File: src/rtl/cksum_sched_pkg.sv
// Shared types and widths for the checksum job scheduler.
// Bus widths, FSM/grant encodings and the queued job record.
package cksum_sched_pkg;

  localparam int ADDR_BUS = 32;
  localparam int DATA_BUS = 32;
  localparam int JOB_W    = ADDR_BUS + DATA_BUS + ADDR_BUS;

  typedef enum logic [1:0] {
    SCHED_STATE_IDLE    = 2'd0,
    SCHED_STATE_ARM     = 2'd1,
    SCHED_STATE_RUN     = 2'd2,
    SCHED_STATE_RELEASE = 2'd3
  } sched_state_e;

  typedef enum logic {
    GNT_HOST = 1'b0,
    GNT_ENG  = 1'b1
  } gnt_e;

  typedef struct packed {
    logic [ADDR_BUS-1:0] field_start;
    logic [DATA_BUS-1:0] field_len;
    logic [ADDR_BUS-1:0] dst;
  } job_t;

  // A zero-length job carries no work and is discarded with an error pulse.
  function automatic logic job_is_valid(input job_t j);
    return j.field_len != '0;
  endfunction

endpackage

File: src/rtl/cksum_sched_if.sv
// Bundle of the scheduler's job, engine, host and memory-port signals.
// The slave modport is the scheduler's view; master is the surrounding system.
interface cksum_sched_if;
  import cksum_sched_pkg::*;

  logic                job_valid_i;
  logic                job_ready_o;
  logic [ADDR_BUS-1:0] job_field_start_i;
  logic [ADDR_BUS-1:0] job_dst_i;
  logic [DATA_BUS-1:0] job_field_len_i;

  logic                eng_start_o;
  logic [ADDR_BUS-1:0] eng_field_start_o;
  logic [ADDR_BUS-1:0] eng_dst_o;
  logic [DATA_BUS-1:0] eng_field_len_o;
  logic                eng_ready_i;

  logic                eng_mem_ce_i;
  logic                eng_mem_we_i;
  logic [ADDR_BUS-1:0] eng_mem_addr_i;
  logic [3:0]          eng_mem_width_i;
  logic [DATA_BUS-1:0] eng_mem_data_i;
  logic [DATA_BUS-1:0] eng_mem_data_o;

  logic                host_mem_ce_i;
  logic                host_mem_we_i;
  logic [ADDR_BUS-1:0] host_mem_addr_i;
  logic [3:0]          host_mem_width_i;
  logic [DATA_BUS-1:0] host_mem_data_i;
  logic [DATA_BUS-1:0] host_mem_data_o;
  logic                host_stall_o;

  logic                mem_ce_o;
  logic                mem_we_o;
  logic [ADDR_BUS-1:0] mem_addr_o;
  logic [3:0]          mem_width_o;
  logic [DATA_BUS-1:0] mem_data_o;
  logic [DATA_BUS-1:0] mem_data_i;

  logic                busy_o;
  logic                done_o;
  logic                err_o;
  logic [15:0]         jobs_done_o;

  modport slave (
    input  job_valid_i, job_field_start_i, job_dst_i, job_field_len_i,
    output job_ready_o,
    output eng_start_o, eng_field_start_o, eng_dst_o, eng_field_len_o,
    input  eng_ready_i,
    input  eng_mem_ce_i, eng_mem_we_i, eng_mem_addr_i, eng_mem_width_i, eng_mem_data_i,
    output eng_mem_data_o,
    input  host_mem_ce_i, host_mem_we_i, host_mem_addr_i, host_mem_width_i, host_mem_data_i,
    output host_mem_data_o, host_stall_o,
    output mem_ce_o, mem_we_o, mem_addr_o, mem_width_o, mem_data_o,
    input  mem_data_i,
    output busy_o, done_o, err_o, jobs_done_o
  );

  modport master (
    output job_valid_i, job_field_start_i, job_dst_i, job_field_len_i,
    input  job_ready_o,
    input  eng_start_o, eng_field_start_o, eng_dst_o, eng_field_len_o,
    output eng_ready_i,
    output eng_mem_ce_i, eng_mem_we_i, eng_mem_addr_i, eng_mem_width_i, eng_mem_data_i,
    input  eng_mem_data_o,
    output host_mem_ce_i, host_mem_we_i, host_mem_addr_i, host_mem_width_i, host_mem_data_i,
    input  host_mem_data_o, host_stall_o,
    input  mem_ce_o, mem_we_o, mem_addr_o, mem_width_o, mem_data_o,
    output mem_data_i,
    input  busy_o, done_o, err_o, jobs_done_o
  );

endinterface

File: src/rtl/sched_fifo.sv
// Synchronous circular FIFO; pointers carry one extra wrap bit so that
// full and empty are distinguishable without a separate count.
module sched_fifo #(
  parameter int WIDTH = 8,
  parameter int DEPTH = 4
) (
  input  logic             clk,
  input  logic             rst,
  input  logic             push_i,
  input  logic             pop_i,
  input  logic [WIDTH-1:0] data_i,
  output logic             full_o,
  output logic             empty_o,
  output logic [WIDTH-1:0] head_o
);

  localparam int AW = $clog2(DEPTH);
  localparam logic [AW:0] PTR_ONE = {{AW{1'b0}}, 1'b1};

  logic [AW:0]      wr_ptr_q, wr_ptr_d;
  logic [AW:0]      rd_ptr_q, rd_ptr_d;
  logic [WIDTH-1:0] mem_q [DEPTH];
  logic             do_push;
  logic             do_pop;

  assign empty_o = (wr_ptr_q == rd_ptr_q);
  assign full_o  = (wr_ptr_q[AW] != rd_ptr_q[AW]) &&
                   (wr_ptr_q[AW-1:0] == rd_ptr_q[AW-1:0]);
  assign head_o  = mem_q[rd_ptr_q[AW-1:0]];

  // A push into a full FIFO is dropped even if a pop happens the same cycle.
  always_comb begin
    do_push  = push_i && !full_o;
    do_pop   = pop_i && !empty_o;
    wr_ptr_d = do_push ? (wr_ptr_q + PTR_ONE) : wr_ptr_q;
    rd_ptr_d = do_pop  ? (rd_ptr_q + PTR_ONE) : rd_ptr_q;
  end

  always_ff @(posedge clk) begin
    if (rst) begin
      wr_ptr_q <= '0;
      rd_ptr_q <= '0;
    end else begin
      wr_ptr_q <= wr_ptr_d;
      rd_ptr_q <= rd_ptr_d;
    end
  end

  always_ff @(posedge clk) begin
    if (do_push) begin
      mem_q[wr_ptr_q[AW-1:0]] <= data_i;
    end
  end

endmodule

File: src/rtl/cksum_sched.sv
// Checksum job scheduler: queues jobs, issues them to the engine with a
// start/ready handshake, and arbitrates the shared packet-memory port.
module cksum_sched
  import cksum_sched_pkg::*;
#(
  parameter int DEPTH = 4
) (
  input logic          clk,
  input logic          rst,
  cksum_sched_if.slave bus
);

  sched_state_e        state_q, state_d;
  gnt_e                gnt_q, gnt_d;
  logic [ADDR_BUS-1:0] eng_field_start_q, eng_field_start_d;
  logic [ADDR_BUS-1:0] eng_dst_q, eng_dst_d;
  logic [DATA_BUS-1:0] eng_field_len_q, eng_field_len_d;
  logic                done_q, done_d;
  logic                err_q, err_d;
  logic [15:0]         jobs_done_q, jobs_done_d;

  job_t fifo_in;
  job_t head_job;
  logic fifo_pop;
  logic fifo_full;
  logic fifo_empty;

  assign fifo_in.field_start = bus.job_field_start_i;
  assign fifo_in.field_len   = bus.job_field_len_i;
  assign fifo_in.dst         = bus.job_dst_i;

  sched_fifo #(
    .WIDTH (JOB_W),
    .DEPTH (DEPTH)
  ) u_fifo (
    .clk     (clk),
    .rst     (rst),
    .push_i  (bus.job_valid_i),
    .pop_i   (fifo_pop),
    .data_i  (fifo_in),
    .full_o  (fifo_full),
    .empty_o (fifo_empty),
    .head_o  (head_job)
  );

  // Next-state logic; popping a valid head always latches it onto eng_*.
  always_comb begin
    state_d           = state_q;
    fifo_pop          = 1'b0;
    done_d            = 1'b0;
    err_d             = 1'b0;
    jobs_done_d       = jobs_done_q;
    eng_field_start_d = eng_field_start_q;
    eng_field_len_d   = eng_field_len_q;
    eng_dst_d         = eng_dst_q;

    case (state_q)
      SCHED_STATE_IDLE: begin
        if (!fifo_empty) begin
          fifo_pop = 1'b1;
          if (job_is_valid(head_job)) begin
            state_d           = SCHED_STATE_ARM;
            eng_field_start_d = head_job.field_start;
            eng_field_len_d   = head_job.field_len;
            eng_dst_d         = head_job.dst;
          end else begin
            err_d = 1'b1;
          end
        end
      end
      SCHED_STATE_ARM: begin
        state_d = SCHED_STATE_RUN;
      end
      SCHED_STATE_RUN: begin
        if (bus.eng_ready_i) begin
          state_d     = SCHED_STATE_RELEASE;
          done_d      = 1'b1;
          jobs_done_d = jobs_done_q + 16'd1;
        end
      end
      SCHED_STATE_RELEASE: begin
        // Zero-length heads fall back to IDLE, which discards them.
        if (!fifo_empty && job_is_valid(head_job)) begin
          fifo_pop          = 1'b1;
          state_d           = SCHED_STATE_ARM;
          eng_field_start_d = head_job.field_start;
          eng_field_len_d   = head_job.field_len;
          eng_dst_d         = head_job.dst;
        end else begin
          state_d = SCHED_STATE_IDLE;
        end
      end
      default: begin
        state_d = SCHED_STATE_IDLE;
      end
    endcase

    gnt_d = (state_d == SCHED_STATE_IDLE) ? GNT_HOST : GNT_ENG;
  end

  always_ff @(posedge clk) begin
    if (rst) begin
      state_q           <= SCHED_STATE_IDLE;
      gnt_q             <= GNT_HOST;
      eng_field_start_q <= '0;
      eng_field_len_q   <= '0;
      eng_dst_q         <= '0;
      done_q            <= 1'b0;
      err_q             <= 1'b0;
      jobs_done_q       <= '0;
    end else begin
      state_q           <= state_d;
      gnt_q             <= gnt_d;
      eng_field_start_q <= eng_field_start_d;
      eng_field_len_q   <= eng_field_len_d;
      eng_dst_q         <= eng_dst_d;
      done_q            <= done_d;
      err_q             <= err_d;
      jobs_done_q       <= jobs_done_d;
    end
  end

  assign bus.job_ready_o       = !fifo_full;
  assign bus.eng_start_o       = (state_q == SCHED_STATE_ARM) || (state_q == SCHED_STATE_RUN);
  assign bus.eng_field_start_o = eng_field_start_q;
  assign bus.eng_field_len_o   = eng_field_len_q;
  assign bus.eng_dst_o         = eng_dst_q;
  assign bus.busy_o            = (state_q != SCHED_STATE_IDLE) || !fifo_empty;
  assign bus.done_o            = done_q;
  assign bus.err_o             = err_q;
  assign bus.jobs_done_o       = jobs_done_q;
  assign bus.eng_mem_data_o    = bus.mem_data_i;
  assign bus.host_mem_data_o   = bus.mem_data_i;

  // Memory port follows the registered grant; a host request under an
  // engine grant is stalled and must be held by the host.
  always_comb begin
    bus.mem_ce_o     = bus.host_mem_ce_i;
    bus.mem_we_o     = bus.host_mem_we_i;
    bus.mem_addr_o   = bus.host_mem_addr_i;
    bus.mem_width_o  = bus.host_mem_width_i;
    bus.mem_data_o   = bus.host_mem_data_i;
    bus.host_stall_o = 1'b0;
    if (gnt_q == GNT_ENG) begin
      bus.mem_ce_o     = bus.eng_mem_ce_i;
      bus.mem_we_o     = bus.eng_mem_we_i;
      bus.mem_addr_o   = bus.eng_mem_addr_i;
      bus.mem_width_o  = bus.eng_mem_width_i;
      bus.mem_data_o   = bus.eng_mem_data_i;
      bus.host_stall_o = bus.host_mem_ce_i;
    end
  end

endmodule

File: src/flat_wrapper.sv
// flat-port wrapper written by rule: the top's interface ports become plain ports
module cksum_sched_flat import cksum_sched_pkg::*;
#(
  parameter int DEPTH = 4
)
  (clk, rst, bus_job_valid_i, bus_job_field_start_i, bus_job_dst_i, bus_job_field_len_i, bus_job_ready_o, bus_eng_start_o, bus_eng_field_start_o, bus_eng_dst_o, bus_eng_field_len_o, bus_eng_ready_i, bus_eng_mem_ce_i, bus_eng_mem_we_i, bus_eng_mem_addr_i, bus_eng_mem_width_i, bus_eng_mem_data_i, bus_eng_mem_data_o, bus_host_mem_ce_i, bus_host_mem_we_i, bus_host_mem_addr_i, bus_host_mem_width_i, bus_host_mem_data_i, bus_host_mem_data_o, bus_host_stall_o, bus_mem_ce_o, bus_mem_we_o, bus_mem_addr_o, bus_mem_width_o, bus_mem_data_o, bus_mem_data_i, bus_busy_o, bus_done_o, bus_err_o, bus_jobs_done_o);
  cksum_sched_if bus_i ();
  input logic clk;
  input logic rst;
  input wire logic [$bits(bus_i.job_valid_i)-1:0] bus_job_valid_i;
  input wire logic [$bits(bus_i.job_field_start_i)-1:0] bus_job_field_start_i;
  input wire logic [$bits(bus_i.job_dst_i)-1:0] bus_job_dst_i;
  input wire logic [$bits(bus_i.job_field_len_i)-1:0] bus_job_field_len_i;
  output wire logic [$bits(bus_i.job_ready_o)-1:0] bus_job_ready_o;
  output wire logic [$bits(bus_i.eng_start_o)-1:0] bus_eng_start_o;
  output wire logic [$bits(bus_i.eng_field_start_o)-1:0] bus_eng_field_start_o;
  output wire logic [$bits(bus_i.eng_dst_o)-1:0] bus_eng_dst_o;
  output wire logic [$bits(bus_i.eng_field_len_o)-1:0] bus_eng_field_len_o;
  input wire logic [$bits(bus_i.eng_ready_i)-1:0] bus_eng_ready_i;
  input wire logic [$bits(bus_i.eng_mem_ce_i)-1:0] bus_eng_mem_ce_i;
  input wire logic [$bits(bus_i.eng_mem_we_i)-1:0] bus_eng_mem_we_i;
  input wire logic [$bits(bus_i.eng_mem_addr_i)-1:0] bus_eng_mem_addr_i;
  input wire logic [$bits(bus_i.eng_mem_width_i)-1:0] bus_eng_mem_width_i;
  input wire logic [$bits(bus_i.eng_mem_data_i)-1:0] bus_eng_mem_data_i;
  output wire logic [$bits(bus_i.eng_mem_data_o)-1:0] bus_eng_mem_data_o;
  input wire logic [$bits(bus_i.host_mem_ce_i)-1:0] bus_host_mem_ce_i;
  input wire logic [$bits(bus_i.host_mem_we_i)-1:0] bus_host_mem_we_i;
  input wire logic [$bits(bus_i.host_mem_addr_i)-1:0] bus_host_mem_addr_i;
  input wire logic [$bits(bus_i.host_mem_width_i)-1:0] bus_host_mem_width_i;
  input wire logic [$bits(bus_i.host_mem_data_i)-1:0] bus_host_mem_data_i;
  output wire logic [$bits(bus_i.host_mem_data_o)-1:0] bus_host_mem_data_o;
  output wire logic [$bits(bus_i.host_stall_o)-1:0] bus_host_stall_o;
  output wire logic [$bits(bus_i.mem_ce_o)-1:0] bus_mem_ce_o;
  output wire logic [$bits(bus_i.mem_we_o)-1:0] bus_mem_we_o;
  output wire logic [$bits(bus_i.mem_addr_o)-1:0] bus_mem_addr_o;
  output wire logic [$bits(bus_i.mem_width_o)-1:0] bus_mem_width_o;
  output wire logic [$bits(bus_i.mem_data_o)-1:0] bus_mem_data_o;
  input wire logic [$bits(bus_i.mem_data_i)-1:0] bus_mem_data_i;
  output wire logic [$bits(bus_i.busy_o)-1:0] bus_busy_o;
  output wire logic [$bits(bus_i.done_o)-1:0] bus_done_o;
  output wire logic [$bits(bus_i.err_o)-1:0] bus_err_o;
  output wire logic [$bits(bus_i.jobs_done_o)-1:0] bus_jobs_done_o;
  assign bus_i.job_valid_i = bus_job_valid_i;
  assign bus_i.job_field_start_i = bus_job_field_start_i;
  assign bus_i.job_dst_i = bus_job_dst_i;
  assign bus_i.job_field_len_i = bus_job_field_len_i;
  assign bus_job_ready_o = bus_i.job_ready_o;
  assign bus_eng_start_o = bus_i.eng_start_o;
  assign bus_eng_field_start_o = bus_i.eng_field_start_o;
  assign bus_eng_dst_o = bus_i.eng_dst_o;
  assign bus_eng_field_len_o = bus_i.eng_field_len_o;
  assign bus_i.eng_ready_i = bus_eng_ready_i;
  assign bus_i.eng_mem_ce_i = bus_eng_mem_ce_i;
  assign bus_i.eng_mem_we_i = bus_eng_mem_we_i;
  assign bus_i.eng_mem_addr_i = bus_eng_mem_addr_i;
  assign bus_i.eng_mem_width_i = bus_eng_mem_width_i;
  assign bus_i.eng_mem_data_i = bus_eng_mem_data_i;
  assign bus_eng_mem_data_o = bus_i.eng_mem_data_o;
  assign bus_i.host_mem_ce_i = bus_host_mem_ce_i;
  assign bus_i.host_mem_we_i = bus_host_mem_we_i;
  assign bus_i.host_mem_addr_i = bus_host_mem_addr_i;
  assign bus_i.host_mem_width_i = bus_host_mem_width_i;
  assign bus_i.host_mem_data_i = bus_host_mem_data_i;
  assign bus_host_mem_data_o = bus_i.host_mem_data_o;
  assign bus_host_stall_o = bus_i.host_stall_o;
  assign bus_mem_ce_o = bus_i.mem_ce_o;
  assign bus_mem_we_o = bus_i.mem_we_o;
  assign bus_mem_addr_o = bus_i.mem_addr_o;
  assign bus_mem_width_o = bus_i.mem_width_o;
  assign bus_mem_data_o = bus_i.mem_data_o;
  assign bus_i.mem_data_i = bus_mem_data_i;
  assign bus_busy_o = bus_i.busy_o;
  assign bus_done_o = bus_i.done_o;
  assign bus_err_o = bus_i.err_o;
  assign bus_jobs_done_o = bus_i.jobs_done_o;
  cksum_sched #(.DEPTH(DEPTH)) u_core (.clk(clk), .rst(rst), .bus(bus_i));
endmodule
File: config.mk
export PLATFORM = sky130hd
export DESIGN_NAME = cksum_sched_flat
export DESIGN_NICKNAME = d
export VERILOG_FILES = /design/src/rtl/cksum_sched_pkg.sv /design/src/rtl/cksum_sched_if.sv /design/src/rtl/sched_fifo.sv /design/src/rtl/cksum_sched.sv /design/src/flat_wrapper.sv
export SDC_FILE = /design/constraint.sdc
export NUM_CORES = 1
export LEC_CHECK = 0
export CORE_ASPECT_RATIO = 2
export CORE_MARGIN = 5
export CORE_UTILIZATION = 53
export CTS_CLUSTER_SIZE = 12
export DETAILED_ROUTE_END_ITERATION = 6
export GPL_ROUTABILITY_DRIVEN = 0
export GPL_TIMING_DRIVEN = 0
export PLACE_DENSITY = 0.89
export SETUP_SLACK_MARGIN = 0.02
export SLEW_MARGIN = 20
export SYNTH_ARGS = -nofsm -noshare
export SYNTH_HDL_FRONTEND = slang
export SYNTH_HIERARCHICAL = 1
export SYNTH_SLANG_ARGS = --single-unit
File: constraint.sdc
create_clock -name clk -period 12.6 [get_ports clk]
set_clock_uncertainty 0.15 [all_clocks]
set_input_delay 2.52 -clock clk [delete_from_list [all_inputs] [get_ports clk]]
set_output_delay 2.52 -clock clk [all_outputs]
set_load 0.03 [all_outputs]
==> run metrics <==
Post-Syn Area per Cell=around 17 um2; Req. time, crit path=9.93 ns; first-pass GRT wire length=95.66 mm; fmax=148.4 MHz; Tcrit/Tclk final=53.49%; Layout Nets=roughly 2100; residual DRC count=5; largest net degree at the start of global routing=between 40 and 50; worst hold path type=reg -> reg; total CTS buffers=48; Worst-Margin Slew=0.9021 ns; TritonRoute pass-1 iters=7; share of layout cells above drive strength 1=17.74%; clk buf depth=3; RSZ-0062 raised after global routing=no; Die Y=a little under 300 um; Top FF cell, synth=edfxtp_1; DR vias=13320; post-CTS sizing=0; Port Buf Inserts=490; fin cells=2394; Starting Density=~53%; Die W=150.8 um; overall routing resource usage=a little under a third; yosys warns=6; CP dominant cell by count=clkdlybuf4s50_1; synth unique cells=39; Worst-Skew Late Latency=0.56 ns; Post-CTS Setup Bufs=0; Setup-failing EPs final=0; Fin Hold WS=approximately 0.33 ns; DP Wirelength=52.28 mm; Inst Count DP=2285; Max-Cap Viols=0; Hold Fails Final Rpt=0; status=complete, but fails checks; flop2flop setup slack=~8.3 ns; crit path from=bus_eng_mem_data_i[22]; setup TNS=0 ns; crit path time final=approximately 6.7 ns; R2R cell count=11; num ports=524; final antenna-violating net count=0; Slowest-stage cell, CP=clkdlybuf4s50_1; Clock Pin Slew Worst Setup and Hold Paths=0.06 ns; Slew Limit Fails=0; Leak=0.009564 uW; drt wl/cell=between 20 and 30 um; CP Launch Type=input port; Critical Path AT=approximately 4.1 ns; grt ovf=0; Initial DRC Count=approximately 810; Critical Path Sink Type=primary output; CTS H-Tree Depth=2; hold path depth=2; sequential fraction of the synthesis area=about 67%; CP endpoint=bus_mem_data_o[22]; # hold bufs at CTS=0; number of global-route vias before repair=14280; # rows=103; Die ar.=43950 um2; crit-path max cell delay=0.91 ns; core area=39310 um2; Post-synth ARST share=0%; critical path type=in -> out; CP Max Fanout=1; DRT Wirelength=just under 70 mm; Post-Synthesis Cells=1258; Synth-to-Final Area Change=34.88%; pre-CTS WS=5.806 ns; worst-path cell chain=clkdlybuf4s50_1, mux2_2, clkdlybuf4s50_1; root buffer cell=clkbuf_16; failing checks=design-rule violations; vias per cell=5.563; TritonCTS clock tree=yes; VDD IR max=0.1956 mV; power per cell area=211.7 nW/um2; total chip power=5998 uW; post-route setup slack=between 5 and 6 ns; Slew HR=between 30% and 40%; clk sink count=between 500 and 600; Mapped Area=21000 um2; EDFF count, synth=about 380; syn_nets=1540; number of synthesized register bits=509; initial antenna violation count=25
per-stage QoR:
stage          util (%)  instance area [um2]
2_1_floorplan         -                21000
3_3_place_gp      67.59                26570
3_5_place_dp      68.39                26880
4_1_cts           71.95                28280
5_1_grt           72.05                28320
6_report          72.08                28330
cells by family after synthesis:
family	count (synthesis)	share of synthesized area (%)
buf+inv	142	4.194
simple gates	282	7.976
mux	264	18.73
fa+ha+maj	10	0.5957
compound gates	35	1.025
xor+xnor	16	0.6672
flops	509	66.81
sequential cells by signal, indices dropped and copies added, names as in the netlist, 2 cells and up, named ones only:
signal,flops
u_core/u_fifo/mem_q,384
u_core/bus.eng_dst_o,32
u_core/bus.eng_field_len_o,32
u_core/bus.eng_field_start_o,32
u_core/bus.jobs_done_o,16
u_core/u_fifo/rd_ptr_q,3
u_core/u_fifo/wr_ptr_q,3
u_core/state_q,2
cells in the mapped netlist, types with 13 or more instances:
library cell | n | area, um2
nor2_1 | 20 | 75.07
nor4_1 | 13 | 81.33
nand2_1 | 14 | 52.55
mux2i_1 | 96 | 960.9
edfxtp_1 | 384 | 11530
clkbuf_1 | 37 | 138.9
dfxtp_1 | 125 | 2502
buf_4 | 65 | 488.0
nand2b_1 | 193 | 1207
buf_2 | 17 | 85.08
mux2_2 | 70 | 788.3
mux4_2 | 96 | 2162
layout by cell type (no fill, tap or decap), types with 49 or more instances in the layout:
| cell type | synthesis | routed |
|---|---|---|
| buf_4 | 65 | 65 |
| clkbuf_1 | 37 | 73 |
| mux2i_1 | 96 | 96 |
| clkbuf_16 | 0 | 49 |
| nand2b_1 | 193 | 193 |
| edfxtp_1 | 384 | 384 |
| dfxtp_1 | 125 | 125 |
| mux2_2 | 70 | 70 |
| clkdlybuf4s50_1 | 0 | 490 |
| mux4_2 | 96 | 96 |
where the power goes:
part	switching [uW]	internal (uW)	total (uW)
registers	169	2160	2330
logic	1370	981	2350
clock network	587	735	1320
total	2120	3880	6000
per-layer routing:
| layer | global-route usage (%) | vias up | wire, um |
|---|---|---|---|
| met5 | 0 | - | 69 |
| met4 | 13.09 | 10 | 3014 |
| met3 | 14.38 | 145 | 9067 |
| met2 | 52.96 | 721 | 35320 |
| met1 | 30.73 | 6624 | 21190 |
| li1 | - | 5818 | - |
worst max-delay path, delay by kind of cell:
kind                   cells  cell delay, ns
buffers and inverters      2            1.38
muxes                      1            0.15
layout make-up:
class                   instances  area (um2)
clock buffers                  86        1375
plain buffers                 132       843.3
diodes                         20       50.05
well taps                     525       656.9
repair buffers                502        5200
multi-input cells             607        6112
flip-flops and latches        509       14030
clock inverters                 3       22.52
inverters                      10       37.54
fillers                      2421       10980
worst min-delay path by stage:
stage	slack (ns)	to	start
4_1_cts	0.32	u_core/bus.eng_field_len_o[23]$_SDFFE_PP0P_	u_core/bus.eng_field_len_o[23]$_SDFFE_PP0P_
6_report	0.33	u_core/bus.eng_field_len_o[23]$_SDFFE_PP0P_	u_core/bus.eng_field_len_o[23]$_SDFFE_PP0P_
3_5_place_dp	0.31	u_core/bus.eng_field_start_o[21]$_SDFFE_PP0P_	u_core/bus.eng_field_start_o[21]$_SDFFE_PP0P_
5_1_grt	0.35	u_core/bus.eng_dst_o[7]$_SDFFE_PP0P_	u_core/bus.eng_dst_o[7]$_SDFFE_PP0P_
2_1_floorplan	0.35	u_core/u_fifo/rd_ptr_q[2]$_SDFFE_PP0P_	u_core/u_fifo/rd_ptr_q[2]$_SDFFE_PP0P_
3_3_place_gp	0.31	u_core/bus.eng_field_len_o[12]$_SDFFE_PP0P_	u_core/bus.eng_field_len_o[12]$_SDFFE_PP0P_
No activity file was read; power rests on OpenSTA's default activity.
